`config.mk`:
```
export PLATFORM = sky130hd
export DESIGN_NAME = mem_arbiter
export DESIGN_NICKNAME = d
export VERILOG_FILES = /design/src/rtl/mem_arbiter.sv
export SDC_FILE = /design/constraint.sdc
export NUM_CORES = 1
export LEC_CHECK = 0
export ABC_AREA = 1
export BUFFER_PORTS_ARGS = -buffer_cell sky130_fd_sc_hd__buf_2
export CORE_ASPECT_RATIO = 0.8
export CORE_MARGIN = 4
export CORE_UTILIZATION = 54
export DETAILED_ROUTE_END_ITERATION = 8
export GPL_ROUTABILITY_DRIVEN = 0
export PLACE_DENSITY_LB_ADDON = 0.1
export SYNTH_ARGS = -nofsm -noshare
export SYNTH_HDL_FRONTEND = slang
export SYNTH_SLANG_ARGS = --single-unit
```
`constraint.sdc`:
```
create_clock -name clk -period 2.5 [get_ports clk]
set_input_delay 0.375 -clock clk [delete_from_list [all_inputs] [get_ports clk]]
set_output_delay 0.375 -clock clk [all_outputs]
set_load 0.02 [all_outputs]
```
`src/rtl/mem_arbiter.sv`:
```
// Arbiter/sequencer for a byte-wide single-port RAM shared by instruction fetch and load/store.
// Issues byte accesses in order, assembles little-endian read words, pulses done per requester.
module mem_arbiter #(
    parameter int RAM_AW = 17
) (
    input  logic              clk,
    input  logic              rst_n,
    input  logic              flush,
    input  logic              if_req,
    input  logic [31:0]       if_addr,
    output logic              if_addr_needed,
    output logic              if_done,
    output logic [31:0]       if_inst,
    output logic [31:0]       if_pc,
    input  logic              mem_req,
    input  logic              mem_we,
    input  logic [1:0]        mem_size,
    input  logic [31:0]       mem_addr,
    input  logic [31:0]       mem_wdata,
    output logic              mem_done,
    output logic [31:0]       mem_rdata,
    output logic [RAM_AW-1:0] ram_a,
    output logic              ram_wr,
    output logic [7:0]        ram_dout,
    input  logic [7:0]        ram_din
);

    typedef enum logic [1:0] {IDLE, IF_RD, MEM_RD, MEM_WR} state_t;

    // Byte 0 of store data goes straight to ram_dout at accept, so only the upper bytes are kept.
    typedef struct packed {
        logic [31:0] addr;
        logic [23:0] wdata_hi;
        logic [2:0]  len;
    } req_t;

    state_t      state, state_nxt;
    req_t        req;
    logic [2:0]  cnt;
    logic [31:0] rbuf;
    logic [31:0] rd_word;
    logic [7:0]  wr_next;
    logic        rd_last;
    logic        wr_last;

    function automatic logic [2:0] len_of(input logic [1:0] size);
        case (size)
            2'd0:    len_of = 3'd1;
            2'd1:    len_of = 3'd2;
            default: len_of = 3'd4;
        endcase
    endfunction

    assign rd_last        = (cnt == req.len);
    assign wr_last        = (cnt == req.len - 3'd1);
    assign if_addr_needed = rst_n && (state == IDLE) && !mem_req;

    // Byte arriving this cycle belongs to the address issued one cycle earlier.
    always_comb begin
        rd_word = rbuf;
        case (cnt)
            3'd1:    rd_word[7:0]   = ram_din;
            3'd2:    rd_word[15:8]  = ram_din;
            3'd3:    rd_word[23:16] = ram_din;
            3'd4:    rd_word[31:24] = ram_din;
            default: ;
        endcase
    end

    always_comb begin
        case (cnt)
            3'd0:    wr_next = req.wdata_hi[7:0];
            3'd1:    wr_next = req.wdata_hi[15:8];
            default: wr_next = req.wdata_hi[23:16];
        endcase
    end

    always_comb begin
        state_nxt = state;
        case (state)
            IDLE: begin
                if (mem_req)
                    state_nxt = mem_we ? MEM_WR : MEM_RD;
                else if (if_req && !flush)
                    state_nxt = IF_RD;
            end
            IF_RD:   if (flush || rd_last) state_nxt = IDLE;
            MEM_RD:  if (rd_last) state_nxt = IDLE;
            MEM_WR:  if (wr_last) state_nxt = IDLE;
            default: state_nxt = IDLE;
        endcase
    end

    always_ff @(posedge clk or negedge rst_n) begin
        if (!rst_n)
            state <= IDLE;
        else
            state <= state_nxt;
    end

    always_ff @(posedge clk or negedge rst_n) begin
        if (!rst_n) begin
            req       <= '0;
            cnt       <= '0;
            rbuf      <= '0;
            if_done   <= 1'b0;
            if_inst   <= '0;
            if_pc     <= '0;
            mem_done  <= 1'b0;
            mem_rdata <= '0;
            ram_a     <= '0;
            ram_wr    <= 1'b0;
            ram_dout  <= '0;
        end else begin
            if_done  <= 1'b0;
            mem_done <= 1'b0;
            case (state)
                IDLE: begin
                    if (mem_req) begin
                        req.addr     <= mem_addr;
                        req.wdata_hi <= mem_wdata[31:8];
                        req.len      <= len_of(mem_size);
                        ram_a        <= mem_addr[RAM_AW-1:0];
                        ram_wr       <= mem_we;
                        ram_dout     <= mem_wdata[7:0];
                        cnt          <= '0;
                        rbuf         <= '0;
                    end else if (if_req && !flush) begin
                        req.addr     <= if_addr;
                        req.wdata_hi <= '0;
                        req.len      <= 3'd4;
                        ram_a        <= if_addr[RAM_AW-1:0];
                        cnt          <= '0;
                        rbuf         <= '0;
                    end
                end
                IF_RD, MEM_RD: begin
                    if (state == IF_RD && flush) begin
                        cnt <= '0;
                    end else if (rd_last) begin
                        cnt <= '0;
                        if (state == IF_RD) begin
                            if_done <= 1'b1;
                            if_inst <= rd_word;
                            if_pc   <= req.addr;
                        end else begin
                            mem_done  <= 1'b1;
                            mem_rdata <= rd_word;
                        end
                    end else begin
                        rbuf <= rd_word;
                        // Last address is held for the final capture cycle.
                        if (cnt + 3'd1 < req.len)
                            ram_a <= ram_a + 1'b1;
                        cnt <= cnt + 3'd1;
                    end
                end
                MEM_WR: begin
                    if (wr_last) begin
                        ram_wr   <= 1'b0;
                        mem_done <= 1'b1;
                        cnt      <= '0;
                    end else begin
                        ram_a    <= ram_a + 1'b1;
                        ram_dout <= wr_next;
                        cnt      <= cnt + 3'd1;
                    end
                end
                default: ;
            endcase
        end
    end

endmodule

```
==> summary.md, run 1 <==
| Metric | Value |
|---|---|
| Run status | `completed` |
| Seq/Total Area, Yosys | `53.5%` |
| Fillcell total | `1592` |
| Clock share of power | `20.9%` |
| Time the worst path needs with I/O delays and setup | `2210 ps` |
| Width of the die | `162 um` |
| Post CTS Setup Buffer Count | `0` |
| Top Ports | `237` |
| Footprint of the multi-input gates | `3970 um^2` |
| Number of antenna violations at the first check in global routing | `3` |
| Post-Route Skew | `10.9 ps` |
| Yosys warning total | `0` |
| Count of vias placed by the detailed router | `8977` |
| Max Freq | `452 MHz` |
| Number of buffers added by the clock tree synthesis step | `22` |
| Cell type group with the largest total delay on the critical path | `buffers and inverters` |
| Grt ovf | `0` |
| Switching part of the total power | `42.4%` |
| Hold WC Path Type | `in -> reg` |
| Die height | `132 um` |
| # clock sinks | `220` |
| Clock tree from TritonCTS | `built` |
| Max-slew violations | `0` |
| Worst hold path startpoint | `mem_wdata[26]` |
| Synth Net Count | `1373` |
| DRC violations left | `0` |
| Met1 usage in global routing | `36.5%` |
| Average wire per standard cell | `15.1 um` |
| Final Net Count | `1590` |
| Clk slew on worst S/H paths | `60 ps` |
| First-iteration detailed-routing DRC count | `676` |
| Leakage | `6.68 nW` |
| Data required time of the critical path | `2120 ps` |
| Part of the power in combinational logic | `41.8%` |
| Placement-stage worst setup slack | `345 ps` |
| Ratio of routed vias to standard cells | `5.19` |
| Max rail drop VDD | `0.629 mV` |
| Worst Hold Margin | `82.4 ps` |
| Total Die Area | `21400 um^2` |
| Fraction of layout instances using a drive strength above 1 | `22.2%` |
| Later-pin clock latency in the skew report | `500 ps` |
| Tightest slew margin relative to the limit | `53.7%` |
| Busiest grt layer | `met2` |
| Final standard cell count with taps included and fillers excluded | `1731` |
| Effective utilization at floorplan | `55.8%` |
| Pin count of the biggest net entering global routing | `132` |
| Final cycle utilization of the critical path | `88.6%` |
| CTS max path bufs | `3` |
| Count of cells along the worst register-to-register path | `11` |
| Reg area | `5510 um^2` |
| Power per standard cell area | `1250 nW/um^2` |
| RSZ-0062 raised after global routing | `no` |
| Fraction of met2 tracks used by global routing | `37.4%` |
| Worst hold stages | `3` |
| Half-perimeter wire length of the detailed placement result | `18200 um` |
| Count of buffers inserted at the top-level ports | `236` |
| Launching point of the worst reg2reg path | `cnt[1]` |
| Cell Chain, Critical Path | `inv_1 > ha_1 > buf_4 > nand2_1 > nor2_1 > buf_2` |
| Critical path buffer and inverter count | `3` |
| Fraction of power consumed by sequential logic | `37.4%` |
| Total global routing track utilization | `24.2%` |
| Number of endpoints failing setup at the final stage | `0` |
| Worst EP arrival | `1840 ps` |
| Worst min-delay path endpoint | `req[21]` |
| Reported net switching power | `6.50 mW` |
| Master of the slowest instance on the critical path | `sky130_fd_sc_hd__dfrtp_1` |
| Number of gates resized after CTS | `0` |
| Wire length of the first global-routing pass | `43000 um` |
| Cell chosen for the clock root | `sky130_fd_sc_hd__clkbuf_16` |
| H-tree levels | `1` |
| Placed Cells incl. Taps | `1690` |
| Crit path capture type | `primary output` |
| Layout-stage area growth over the synthesis result | `19.4%` |
| Count of cell types in the netlist | `38` |
| Max-capacitance violation count | `0` |
| Internal Pwr Total | `8.82 mW` |
| Number of synthesized register bits | `220` |
| Met3 track demand over resource in global routing | `4.07%` |
| Maximum net fanout on the critical path | `20` |
| Netlist Area Pre-Place | `10300 um^2` |
| Worst R2R Setup Slack | `310 ps` |
| Number of global-route vias before repair | `8302` |
| Core footprint | `18400 um^2` |
| Reg-to-Reg End | `ram_a[7]` |
| Number of hold violations in the final report | `0` |
| Total Routed Length | `26200 um` |
| Final TNS setup | `0 ps` |
| Setup WS post-layout | `285 ps` |
| Crit Path Category | `reg -> out` |
| Transition time of the tightest slew-check pin | `694 ps` |
| Residual antenna-violating net count after detailed routing | `0` |
| Synthesized area per cell | `8.27 um^2` |
| Cells after synthesis | `1245` |
| Core Util, Final | `66.7%` |
| CP startpoint kind | `flip-flop` |
| Number of iterations in the first detailed-routing pass | `5` |
| Number of rows created at floorplan | `44` |
| Peak per-stage delay on the critical path | `410 ps` |
==> per-layer routing <==
metal | wire length, um | share of wire (%) | vias up
li1 | - | - | 4421
met1 | 12100 | 46 | 4189
met2 | 11700 | 45 | 322
met3 | 1900 | 7.3 | 41
met4 | 500 | 1.9 | 4
met5 | 14 | 0.054 | -
==> through the flow <==
| step | instance area (um^2) | total power, mW |
|---|---|---|
| CTS | 12300 | 15.4 |
| global placement | 11600 | 12.0 |
| floorplan | 10300 | 10.2 |
| finish | 12300 | 15.3 |
| global route | 12300 | 16.5 |
| detailed placement | 11600 | 12.2 |
==> Yosys cell counts (all sizes together) <==
| library cell | instances | area share (%) |
|---|---|---|
| o32ai | 1 | 0.085 |
| or2 | 9 | 0.55 |
| o21bai | 4 | 0.29 |
| clkinv | 1 | 0.036 |
| a22o | 11 | 0.94 |
| dfrtp | 220 | 53 |
| nand4 | 6 | 0.43 |
| a31oi | 20 | 1.2 |
| mux2i | 4 | 0.39 |
| xor2 | 1 | 0.085 |
| a22oi | 1 | 0.073 |
| nor3 | 1 | 0.049 |
| a21oi | 3 | 0.15 |
| clkbuf | 14 | 0.51 |
| nand3 | 35 | 2.0 |
| ha | 16 | 1.9 |
| o22ai | 8 | 0.49 |
| nor2 | 58 | 2.2 |
| o21ai | 191 | 9.8 |
| buf | 50 | 3.3 |
| nand2 | 470 | 17 |
| inv | 112 | 4.1 |
| o211ai | 6 | 0.44 |
| nand3b | 2 | 0.15 |
| xnor2 | 1 | 0.085 |
==> final cells by class <==
| cell class | instances | share of cell area (%) |
|---|---|---|
| multi-input cells | 848 | 32.3 |
| flip-flops and latches | 220 | 44.8 |
| clock buffers | 31 | 5.17 |
| well taps | 253 | 2.57 |
| inverters | 113 | 3.47 |
| repair buffers | 257 | 11.2 |
| diodes | 1 | 0.0204 |
| clock inverters | 8 | 0.529 |
==> cell usage in the layout (no fill, tap or decap), drive strengths merged <==
cell type      n
dfrtp        220
o211ai         6
clkbuf        31
bufinv         1
nor2          58
diode          1
buf          256
o21bai         4
o22ai          8
o21ai        191
ha            16
xor2           1
o32ai          1
or2            9
dlygate4sd3    1
mux2i          4
nor3           1
nand3b         2
nand2        470
a31oi         20
a21oi          3
nand4          6
nand3         35
xnor2          1
a22oi          1
a22o          11
inv          112
clkinv         8
==> power groups by stage <==
stage	logic (mW)	clock network, mW	registers (mW)
floorplan	3.75	0	6.49
global placement	6.30	0	5.73
detailed placement	6.41	0	5.75
CTS	6.45	3.26	5.71
global route	7.20	3.41	5.90
finish	6.40	3.19	5.72
==> logic make-up after synthesis <==
family | count (synthesis) | share of synthesized area [%]
adders and majority gates | 16 | 1.94
buffers and inverters | 177 | 8.00
muxes | 4 | 0.389
xor gates and xnor gates | 2 | 0.170
AOI/OAI and AO/OA | 245 | 13.4
and+or+nand+nor | 581 | 22.6
DFF | 220 | 53.5
==> worst max path at each step <==
stage / start / end / slack (ps) / cells past startpoint
floorplan: state[0] / if_addr_needed / 600 / 6
CTS: state[1] / if_addr_needed / 270 / 6
detailed placement: cnt[0] / ram_a[11] / 350 / 10
global route: state[1] / if_addr_needed / 130 / 6
finish: state[1] / if_addr_needed / 290 / 6
global placement: cnt[0] / ram_a[14] / 390 / 10
==> sequential cells by signal (all words and copies together), names as in the netlist <==
register / cells
mem_done: 1
cnt: 3
req: 59
if_pc: 32
ram_wr: 1
ram_dout: 8
ram_a: 17
if_inst: 32
state: 2
if_done: 1
mem_rdata: 32
rbuf: 32
==> worst reg2reg max path, cell delays in order (launching register included) <==
cell and delay, ps:
sky130_fd_sc_hd__dfrtp_1 460, sky130_fd_sc_hd__inv_1 120, sky130_fd_sc_hd__ha_1 310, sky130_fd_sc_hd__ha_1 270, sky130_fd_sc_hd__inv_1 50, sky130_fd_sc_hd__o21bai_1 50
sky130_fd_sc_hd__nand2_1 70, sky130_fd_sc_hd__nand2_1 50, sky130_fd_sc_hd__nand2_1 100, sky130_fd_sc_hd__nand4_2 370, sky130_fd_sc_hd__nand2_1 180, sky130_fd_sc_hd__nand2_1 60
==> timing repair <==
item | 4_1_cts | 5_1_grt
hold buffers | 1 | 0
endpoints found under the hold margin | 22 | 0
endpoints found under the setup margin | 0 | 0
Power figures use the tool's default switching activity.
==> inputs of run 2 (changes only) <==
- CORE_MARGIN: 4 -> not set
- CORE_UTILIZATION: 54 -> 36
- clock period: 2.5 -> 1.8 ns (I/O delays scaled with it)
==> run 2 against run 1 <==
- the flow now finishes with violations (setup timing)
- total power grew 66%
- sequential cell count did not move
- wire length is 19% higher
- worst setup slack got worse by 500 ps
- die area increased by 37%
- combinational power grew 95%
- largest power group unchanged
- register-to-register slack got worse by 530 ps
- sequential power up 39%
- global-route usage down 4.0 points
- non-clock buffer count rose by 109
- highest routed layer is now met4
- design area increased by 15%
==> summary.md, run 2 (synthesis results as in run 1) <==
| Metric | Value |
|---|---|
| Run status | `finished, violations left (was completed)` |
| Violations in the final reports | `setup timing` |
| Total Die Area | `29300 um^2 (was 21400 um^2)` |
| Number of hold violations in the final report | `0 (unchanged)` |
| Time the worst path needs with I/O delays and setup | `2020 ps` |
| Wire length of the first global-routing pass | `47500 um (was 43000 um)` |
| Transition time of the tightest slew-check pin | `662 ps (was 694 ps)` |
| Number of global-route vias before repair | `8657 (was 8302)` |
| Later-pin clock latency in the skew report | `520 ps (was 500 ps)` |
| Effective utilization at floorplan | `37.2% (was 55.8%)` |
| Final TNS setup | `-13010 ps (was 0 ps)` |
| Layout-stage area growth over the synthesis result | `37.5% (was 19.4%)` |
| Number of endpoints failing setup at the final stage | `138 (was 0)` |
| Ratio of routed vias to standard cells | `4.80 (was 5.19)` |
| Number of buffers added by the clock tree synthesis step | `24 (was 22)` |
| Worst EP arrival | `2480 ps (was 1840 ps)` |
| Max rail drop VDD | `1.06 mV (was 0.629 mV)` |
| Worst Hold Margin | `15.8 ps (was 82.4 ps)` |
| H-tree levels | `1 (unchanged)` |
| Most common cell after layout, fill and taps aside | `sky130_fd_sc_hd__nand2_1 (unchanged)` |
| Launching instance or port of the critical path | `cnt[0] (was state[1])` |
| Max FFs per register | `59 (unchanged)` |
| Die height | `153 um (was 132 um)` |
| Top Ports | `237 (unchanged)` |
| Fraction of layout instances using a drive strength above 1 | `28.2% (was 22.2%)` |
| Met2 wire length | `13300 um (was 11700 um)` |
| CTS max path bufs | `3 (unchanged)` |
| Setup WS post-layout | `-218 ps (was 285 ps)` |
| Clock tree from TritonCTS | `built (unchanged)` |
| Most flops, register | `req (unchanged)` |
| Post-Route Skew | `9.92 ps (was 10.9 ps)` |
| Reported net switching power | `10.4 mW (was 6.50 mW)` |
| Fraction of power consumed by sequential logic | `31.3% (was 37.4%)` |
| Grt ovf | `0 (unchanged)` |
| Power after layout | `25.3 mW (was 15.3 mW)` |
| Average wire per standard cell | `15.9 um (was 15.1 um)` |
| Most used cells in the layout excluding fill and tap cells | `451 x sky130_fd_sc_hd__nand2_1, 234 x sky130_fd_sc_hd__buf_2, 218 x sky130_fd_sc_hd__dfrtp_1 (was 466 x sky130_fd_sc_hd__nand2_1, 235 x sky130_fd_sc_hd__buf_2, 220 x sky130_fd_sc_hd__dfrtp_1)` |
| Max-capacitance violation count | `0 (unchanged)` |
| Core footprint | `27700 um^2 (was 18400 um^2)` |
| Count of cells along the worst register-to-register path | `12 (was 11)` |
| Final cycle utilization of the critical path | `112%` |
| Number of antenna violations at the first check in global routing | `2 (was 3)` |
| Crit Path Category | `reg -> reg (was reg -> out)` |
| Core Util, Final | `51.1% (was 66.7%)` |
| Cell chosen for the clock root | `sky130_fd_sc_hd__clkbuf_16 (unchanged)` |
| Part of the power in combinational logic | `49.1% (was 41.8%)` |
| Switching part of the total power | `41.2% (was 42.4%)` |
| Number of iterations in the first detailed-routing pass | `4 (was 5)` |
| Count of vias placed by the detailed router | `9372 (was 8977)` |
| RSZ-0062 raised after global routing | `yes (was no)` |
| Met3 Routed Length | `1840 um (was 1900 um)` |
| # clock sinks | `220 (unchanged)` |
| CP startpoint kind | `flip-flop (unchanged)` |
| Max Freq | `496 MHz` |
| Power per standard cell area | `1790 nW/um^2 (was 1250 nW/um^2)` |
| Hold WC Path Type | `in -> reg (unchanged)` |
| Worst hold path startpoint | `mem_addr[29] (was mem_wdata[26])` |
| Leakage | `7.46 nW (was 6.68 nW)` |
| Number of rows created at floorplan | `54 (was 44)` |
| Total global routing track utilization | `20.3% (was 24.2%)` |
| Total Routed Length | `31100 um (was 26200 um)` |
| Data required time of the critical path | `2260 ps (was 2120 ps)` |
| Clock share of power | `19.5% (was 20.9%)` |
| Launching point of the worst reg2reg path | `cnt[0] (was cnt[1])` |
| Internal Pwr Total | `14.9 mW (was 8.82 mW)` |
| Half-perimeter wire length of the detailed placement result | `19900 um (was 18200 um)` |
| Max-slew violations | `0 (unchanged)` |
| Final Net Count | `1702 (was 1590)` |
| Clk slew on worst S/H paths | `60 ps (about the same)` |
| Topmost layer with routed signal wires | `met4 (was met5)` |
| Residual antenna-violating net count after detailed routing | `0 (unchanged)` |
| Maximum net fanout on the critical path | `10 (was 20)` |
| Tightest slew margin relative to the limit | `55.9% (was 53.7%)` |
| Worst hold stages | `3 (unchanged)` |
| Width of the die | `191 um (was 162 um)` |
| Crit path capture type | `flip-flop (was primary output)` |
| Routed length on met1 | `15400 um (was 12100 um)` |
| Count of buffers inserted at the top-level ports | `236 (unchanged)` |
| Pin count of the biggest net entering global routing | `112 (was 132)` |
| First-iteration detailed-routing DRC count | `478 (was 676)` |
| Placement-stage worst setup slack | `-309 ps (was 345 ps)` |
| DRC violations left | `0 (unchanged)` |
## run 2: cell count changes in the layout (fill, tap and decap cells not counted), moves of 9 or more
cell	delta
sky130_fd_sc_hd__nand2_1	-15
sky130_fd_sc_hd__clkbuf_16	+9
sky130_fd_sc_hd__buf_12	+15
sky130_fd_sc_hd__nand2_2	+11
sky130_fd_sc_hd__dlygate4sd3_1	+33
sky130_fd_sc_hd__buf_4	+41
## run 2: worst paths after layout
check	endpoint	slack (ps)
worst max-delay path	ram_a[6]	-220
worst min-delay path	req[56]	20
worst max register to register	ram_a[6]	-220
worst min register to register	if_pc[20]	470
max in group asynchronous	req[25]	790
min in group asynchronous	if_inst[25]	150
## run 2: power groups by stage
stage	registers (mW)	logic (mW)	clock network [mW]
finish	7.94	12.5	4.95
global route	8.17	13.6	5.27
CTS	7.91	10.6	5.07
detailed placement	7.96	10.0	0
global placement	7.97	9.90	0
floorplan	9.02	5.28	0
## run 2: stage by stage
step,cells,area (um^2)
after global routing,1952,14200
final,1953,14200
after global placement,1846,12200
after detailed placement,1846,12200
after CTS,1930,13600
after floorplan,1245,10300
## run 2: area by class of cell
cell class,instances,area (um^2)
clock buffers,33,696
repair buffers,366,2750
diodes,2,5.00
multi-input cells,849,4230
inverters,113,437
well taps,364,455
fillers,2715,13500
clock inverters,6,80.1
flip-flops and latches,220,5510
## run 2: timing repair
action                                  in CTS  in global routing
cloned                                       5                 10
endpoints found under the setup margin     178                182
resized for setup                           23                 54
endpoints found under the hold margin      252                  0
hold buffers                                34                  0
setup buffers                                7                 11
pin swaps                                    0                  9
## run 2: metal layers
layer | vias up | track usage (%)
met2 | 256 | 29.9
met4 | 0 | 4.20
li1 | 4657 | -
met3 | 34 | 3.26
met1 | 4425 | 31.0
met5 | - | 0
## run 2: critical path: stages (launching register included)
cell and delay (ps):
sky130_fd_sc_hd__dfrtp_2 460, sky130_fd_sc_hd__ha_4 180, sky130_fd_sc_hd__ha_4 260, sky130_fd_sc_hd__inv_4 30
sky130_fd_sc_hd__ha_4 190, sky130_fd_sc_hd__nand2_1 60, sky130_fd_sc_hd__nand2_1 60, sky130_fd_sc_hd__nand2_2 80
sky130_fd_sc_hd__nand2_2 70, sky130_fd_sc_hd__nor2_4 220, sky130_fd_sc_hd__clkbuf_16 220, sky130_fd_sc_hd__nand2_1 60
sky130_fd_sc_hd__nand2_1 70
==> inputs of run 3 (changes only) <==
- CORE_MARGIN: not set -> 2
- CTS_CLUSTER_SIZE: not set -> 40
- SETUP_SLACK_MARGIN: not set -> 0.5
==> run 3 against run 2 <==
- largest cell class unchanged
- worst hold slack got worse by 1.1 ps
- non-clock buffer count rose by 44
- design area rose by 11%
- combinational power rose by 16%
- worst setup slack improved by 2.3 ps
- critical path depth did not move
- first-iteration DRC count fell by 12%
- final cell count rose by 2.6%
- total power rose by 8.9%
- the flow still finishes with violations (setup timing)
- sequential power rose by 3.4%
- utilization rose by 4.8 points
==> summary.md, run 3 (synthesis results as in run 1) <==
| Metric | Value |
|---|---|
| Max-capacitance violation count | `0 (unchanged)` |
| Switching part of the total power | `41.7% (was 41.2%)` |
| Number of antenna violations at the first check in global routing | `4 (was 2)` |
| Effective utilization at floorplan | `36.5% (was 37.2%)` |
| Post-Route Skew | `14.8 ps (was 9.92 ps)` |
| Clock tree from TritonCTS | `built (unchanged)` |
| Number of rows created at floorplan | `55 (was 54)` |
| Worst EP arrival | `2460 ps (was 2480 ps)` |
| Total Die Area | `30000 um^2 (was 29300 um^2)` |
| Fraction of layout instances using a drive strength above 1 | `41.0% (was 28.2%)` |
| Max Freq | `496 MHz (about the same)` |
| Worst Hold Margin | `14.7 ps (was 15.8 ps)` |
| Number of endpoints failing setup at the final stage | `145 (was 138)` |
| Total global routing track utilization | `20.0% (was 20.3%)` |
| Final Net Count | `1746 (was 1702)` |
| Clk slew on worst S/H paths | `60 ps (about the same)` |
| Reg-to-Reg End | `ram_a[9] (was ram_a[6])` |
| Busiest grt layer | `met2 (was met1)` |
| Cell chosen for the clock root | `sky130_fd_sc_hd__clkbuf_16 (unchanged)` |
| Number of iterations in the first detailed-routing pass | `5 (was 4)` |
| # clock sinks | `220 (unchanged)` |
| Power per standard cell area | `1750 nW/um^2 (was 1790 nW/um^2)` |
| Final cycle utilization of the critical path | `112% (about the same)` |
| Crit Path Category | `reg -> reg (unchanged)` |
| Power after layout | `27.6 mW (was 25.3 mW)` |
| Footprint of the multi-input gates | `5100 um^2 (was 4230 um^2)` |
| Reported net switching power | `11.5 mW (was 10.4 mW)` |
| Top Ports | `237 (unchanged)` |
| Most flops, register | `req (unchanged)` |
| Most common cell after layout, fill and taps aside | `sky130_fd_sc_hd__nand2_1 (unchanged)` |
| Worst hold path startpoint | `if_addr[19] (was mem_addr[29])` |
| Time the worst path needs with I/O delays and setup | `2020 ps (about the same)` |
| Launching instance or port of the critical path | `cnt[0] (unchanged)` |
| Count of vias placed by the detailed router | `9669 (was 9372)` |
| Area of all placed cells without fillers | `15800 um^2 (was 14200 um^2)` |
| Met1 usage in global routing | `29.6% (was 31.0%)` |
| Crit path capture type | `flip-flop (unchanged)` |
| Number of hold violations in the final report | `0 (unchanged)` |
| Count of buffers inserted at the top-level ports | `236 (unchanged)` |
| Die height | `155 um (was 153 um)` |
| Later-pin clock latency in the skew report | `520 ps (about the same)` |
| Fraction of met2 tracks used by global routing | `31.1% (was 29.9%)` |
| Clock share of power | `17.6% (was 19.5%)` |
| H-tree levels | `1 (unchanged)` |
| Worst Setup EP | `ram_a[9] (was ram_a[6])` |
| Fillcell total | `2625 (was 2715)` |
| Final TNS setup | `-19620 ps (was -13010 ps)` |
| Width of the die | `193 um (was 191 um)` |
| Residual antenna-violating net count after detailed routing | `0 (unchanged)` |
| Fraction of power consumed by sequential logic | `29.8% (was 31.3%)` |
| Pin count of the biggest net entering global routing | `99 (was 112)` |
| Launching point of the worst reg2reg path | `cnt[0] (unchanged)` |
| Transition time of the tightest slew-check pin | `767 ps (was 662 ps)` |
| Ratio of routed vias to standard cells | `4.82 (was 4.80)` |
| Reg area | `5510 um^2 (unchanged)` |
| RSZ-0062 raised after global routing | `yes (unchanged)` |
| CP startpoint kind | `flip-flop (unchanged)` |
| Most used cells in the layout excluding fill and tap cells | `340 x sky130_fd_sc_hd__nand2_1, 234 x sky130_fd_sc_hd__buf_2, 218 x sky130_fd_sc_hd__dfrtp_1 (was 451 x sky130_fd_sc_hd__nand2_1, 234 x sky130_fd_sc_hd__buf_2, 218 x sky130_fd_sc_hd__dfrtp_1)` |
| Half-perimeter wire length of the detailed placement result | `20300 um (was 19900 um)` |
| Worst R2R Setup Slack | `-220 ps (about the same)` |
| Core footprint | `28200 um^2 (was 27700 um^2)` |
| Final standard cell count with taps included and fillers excluded | `2004 (was 1953)` |
| Count of cells along the worst register-to-register path | `12 (unchanged)` |
| Met3 track demand over resource in global routing | `3.25% (was 3.26%)` |
| Setup WS post-layout | `-216 ps (was -218 ps)` |
| Grt ovf | `0 (unchanged)` |
| Violations in the final reports | `setup timing (unchanged)` |
| Total Routed Length | `34100 um (was 31100 um)` |
| Max rail drop VDD | `0.857 mV (was 1.06 mV)` |
| Number of buffers added by the clock tree synthesis step | `24 (unchanged)` |
| Average wire per standard cell | `17.0 um (was 15.9 um)` |
| Wire length of the first global-routing pass | `47900 um (was 47500 um)` |
| DRC violations left | `0 (unchanged)` |
| Placed inst area | `12400 um^2 (was 12200 um^2)` |
| Part of the power in combinational logic | `52.6% (was 49.1%)` |
| Run status | `finished, violations left (unchanged)` |
| Max FFs per register | `59 (unchanged)` |
| Data required time of the critical path | `2250 ps (was 2260 ps)` |
| Number of global-route vias before repair | `8852 (was 8657)` |
| Core Util, Final | `55.9% (was 51.1%)` |
| CTS max path bufs | `3 (unchanged)` |
| Maximum net fanout on the critical path | `10 (unchanged)` |
| Hold WC Path Type | `in -> reg (unchanged)` |
| Max-slew violations | `0 (unchanged)` |
| Tightest slew margin relative to the limit | `48.9% (was 55.9%)` |
| Layout-stage area growth over the synthesis result | `53.3% (was 37.5%)` |
| Leakage | `8.04 nW (was 7.46 nW)` |
| Placed Cells incl. Taps | `1864 (was 1846)` |
| Internal Pwr Total | `16.1 mW (was 14.9 mW)` |
| First-iteration detailed-routing DRC count | `421 (was 478)` |
| Placement-stage worst setup slack | `-104 ps (was -309 ps)` |
## run 3: cell types whose count changed in the layout (fill, tap and decap cells not counted), moves of 6 or more
cell / before / now
sky130_fd_sc_hd__nand2_1: 451 / 340
sky130_fd_sc_hd__nand2_2: 15 / 75
sky130_fd_sc_hd__o21ai_0: 87 / 30
sky130_fd_sc_hd__o21ai_2: 12 / 65
sky130_fd_sc_hd__nand2_4: 3 / 52
sky130_fd_sc_hd__buf_6: 7 / 26
sky130_fd_sc_hd__clkbuf_16: 32 / 45
sky130_fd_sc_hd__nor2_1: 54 / 44
sky130_fd_sc_hd__nor2_4: 2 / 9
sky130_fd_sc_hd__buf_12: 17 / 23
## run 3: metal layers
| metal | part of all wire (%) | wire length [um] |
|---|---|---|
| met4 | 1.3 | 438 |
| met1 | 48 | 16300 |
| met3 | 5.2 | 1790 |
| met2 | 46 | 15600 |
| met5 | 0.076 | 26 |
## run 3: final cells by class
class	instances	area share, %
Antenna cell	1	0.0159
Clock inverter	6	0.507
Timing Repair Buffer	410	22.2
Clock buffer	35	4.33
Inverter	113	2.85
Multi-Input combinational cell	849	32.3
Tap cell	370	2.93
Sequential cell	220	34.9
## run 3: timing repair
action | in CTS | in global routing
setup buffers | 13 | 14
gates cloned | 8 | 27
hold buffers | 36 | 0
pin swaps | 10 | 42
gates resized for setup | 65 | 272
setup endpoints to repair | 345 | 345
endpoints found under the hold margin | 191 | 0
## run 3: worst min path at each step
| stage | depth (start not counted) | end |
|---|---|---|
| floorplan | 0 | cnt[0] |
| global placement | 2 | rbuf[31] |
| detailed placement | 2 | rbuf[24] |
| CTS | 3 | req[46] |
| global route | 3 | req[55] |
| finish | 3 | req[46] |
## run 3: power by group through the flow
stage	combinational [mW]	sequential [mW]	clock, mW
after global routing	15.8	8.43	5.22
after floorplan	5.90	9.03	0
after CTS	11.7	7.92	4.98
final	14.5	8.21	4.87
after global placement	10.2	7.98	0
after detailed placement	10.3	7.97	0
## run 3: critical path, cell delays in order, from the launching register on
cell	delay, ps
sky130_fd_sc_hd__dfrtp_2	470
sky130_fd_sc_hd__ha_4	190
sky130_fd_sc_hd__ha_4	250
sky130_fd_sc_hd__inv_2	40
sky130_fd_sc_hd__ha_4	200
sky130_fd_sc_hd__nand2_2	50
sky130_fd_sc_hd__nand2_1	60
sky130_fd_sc_hd__nand2_2	90
sky130_fd_sc_hd__nand2_2	70
sky130_fd_sc_hd__nor2_4	210
sky130_fd_sc_hd__clkbuf_16	210
sky130_fd_sc_hd__nand2_1	50
sky130_fd_sc_hd__nand2_1	60
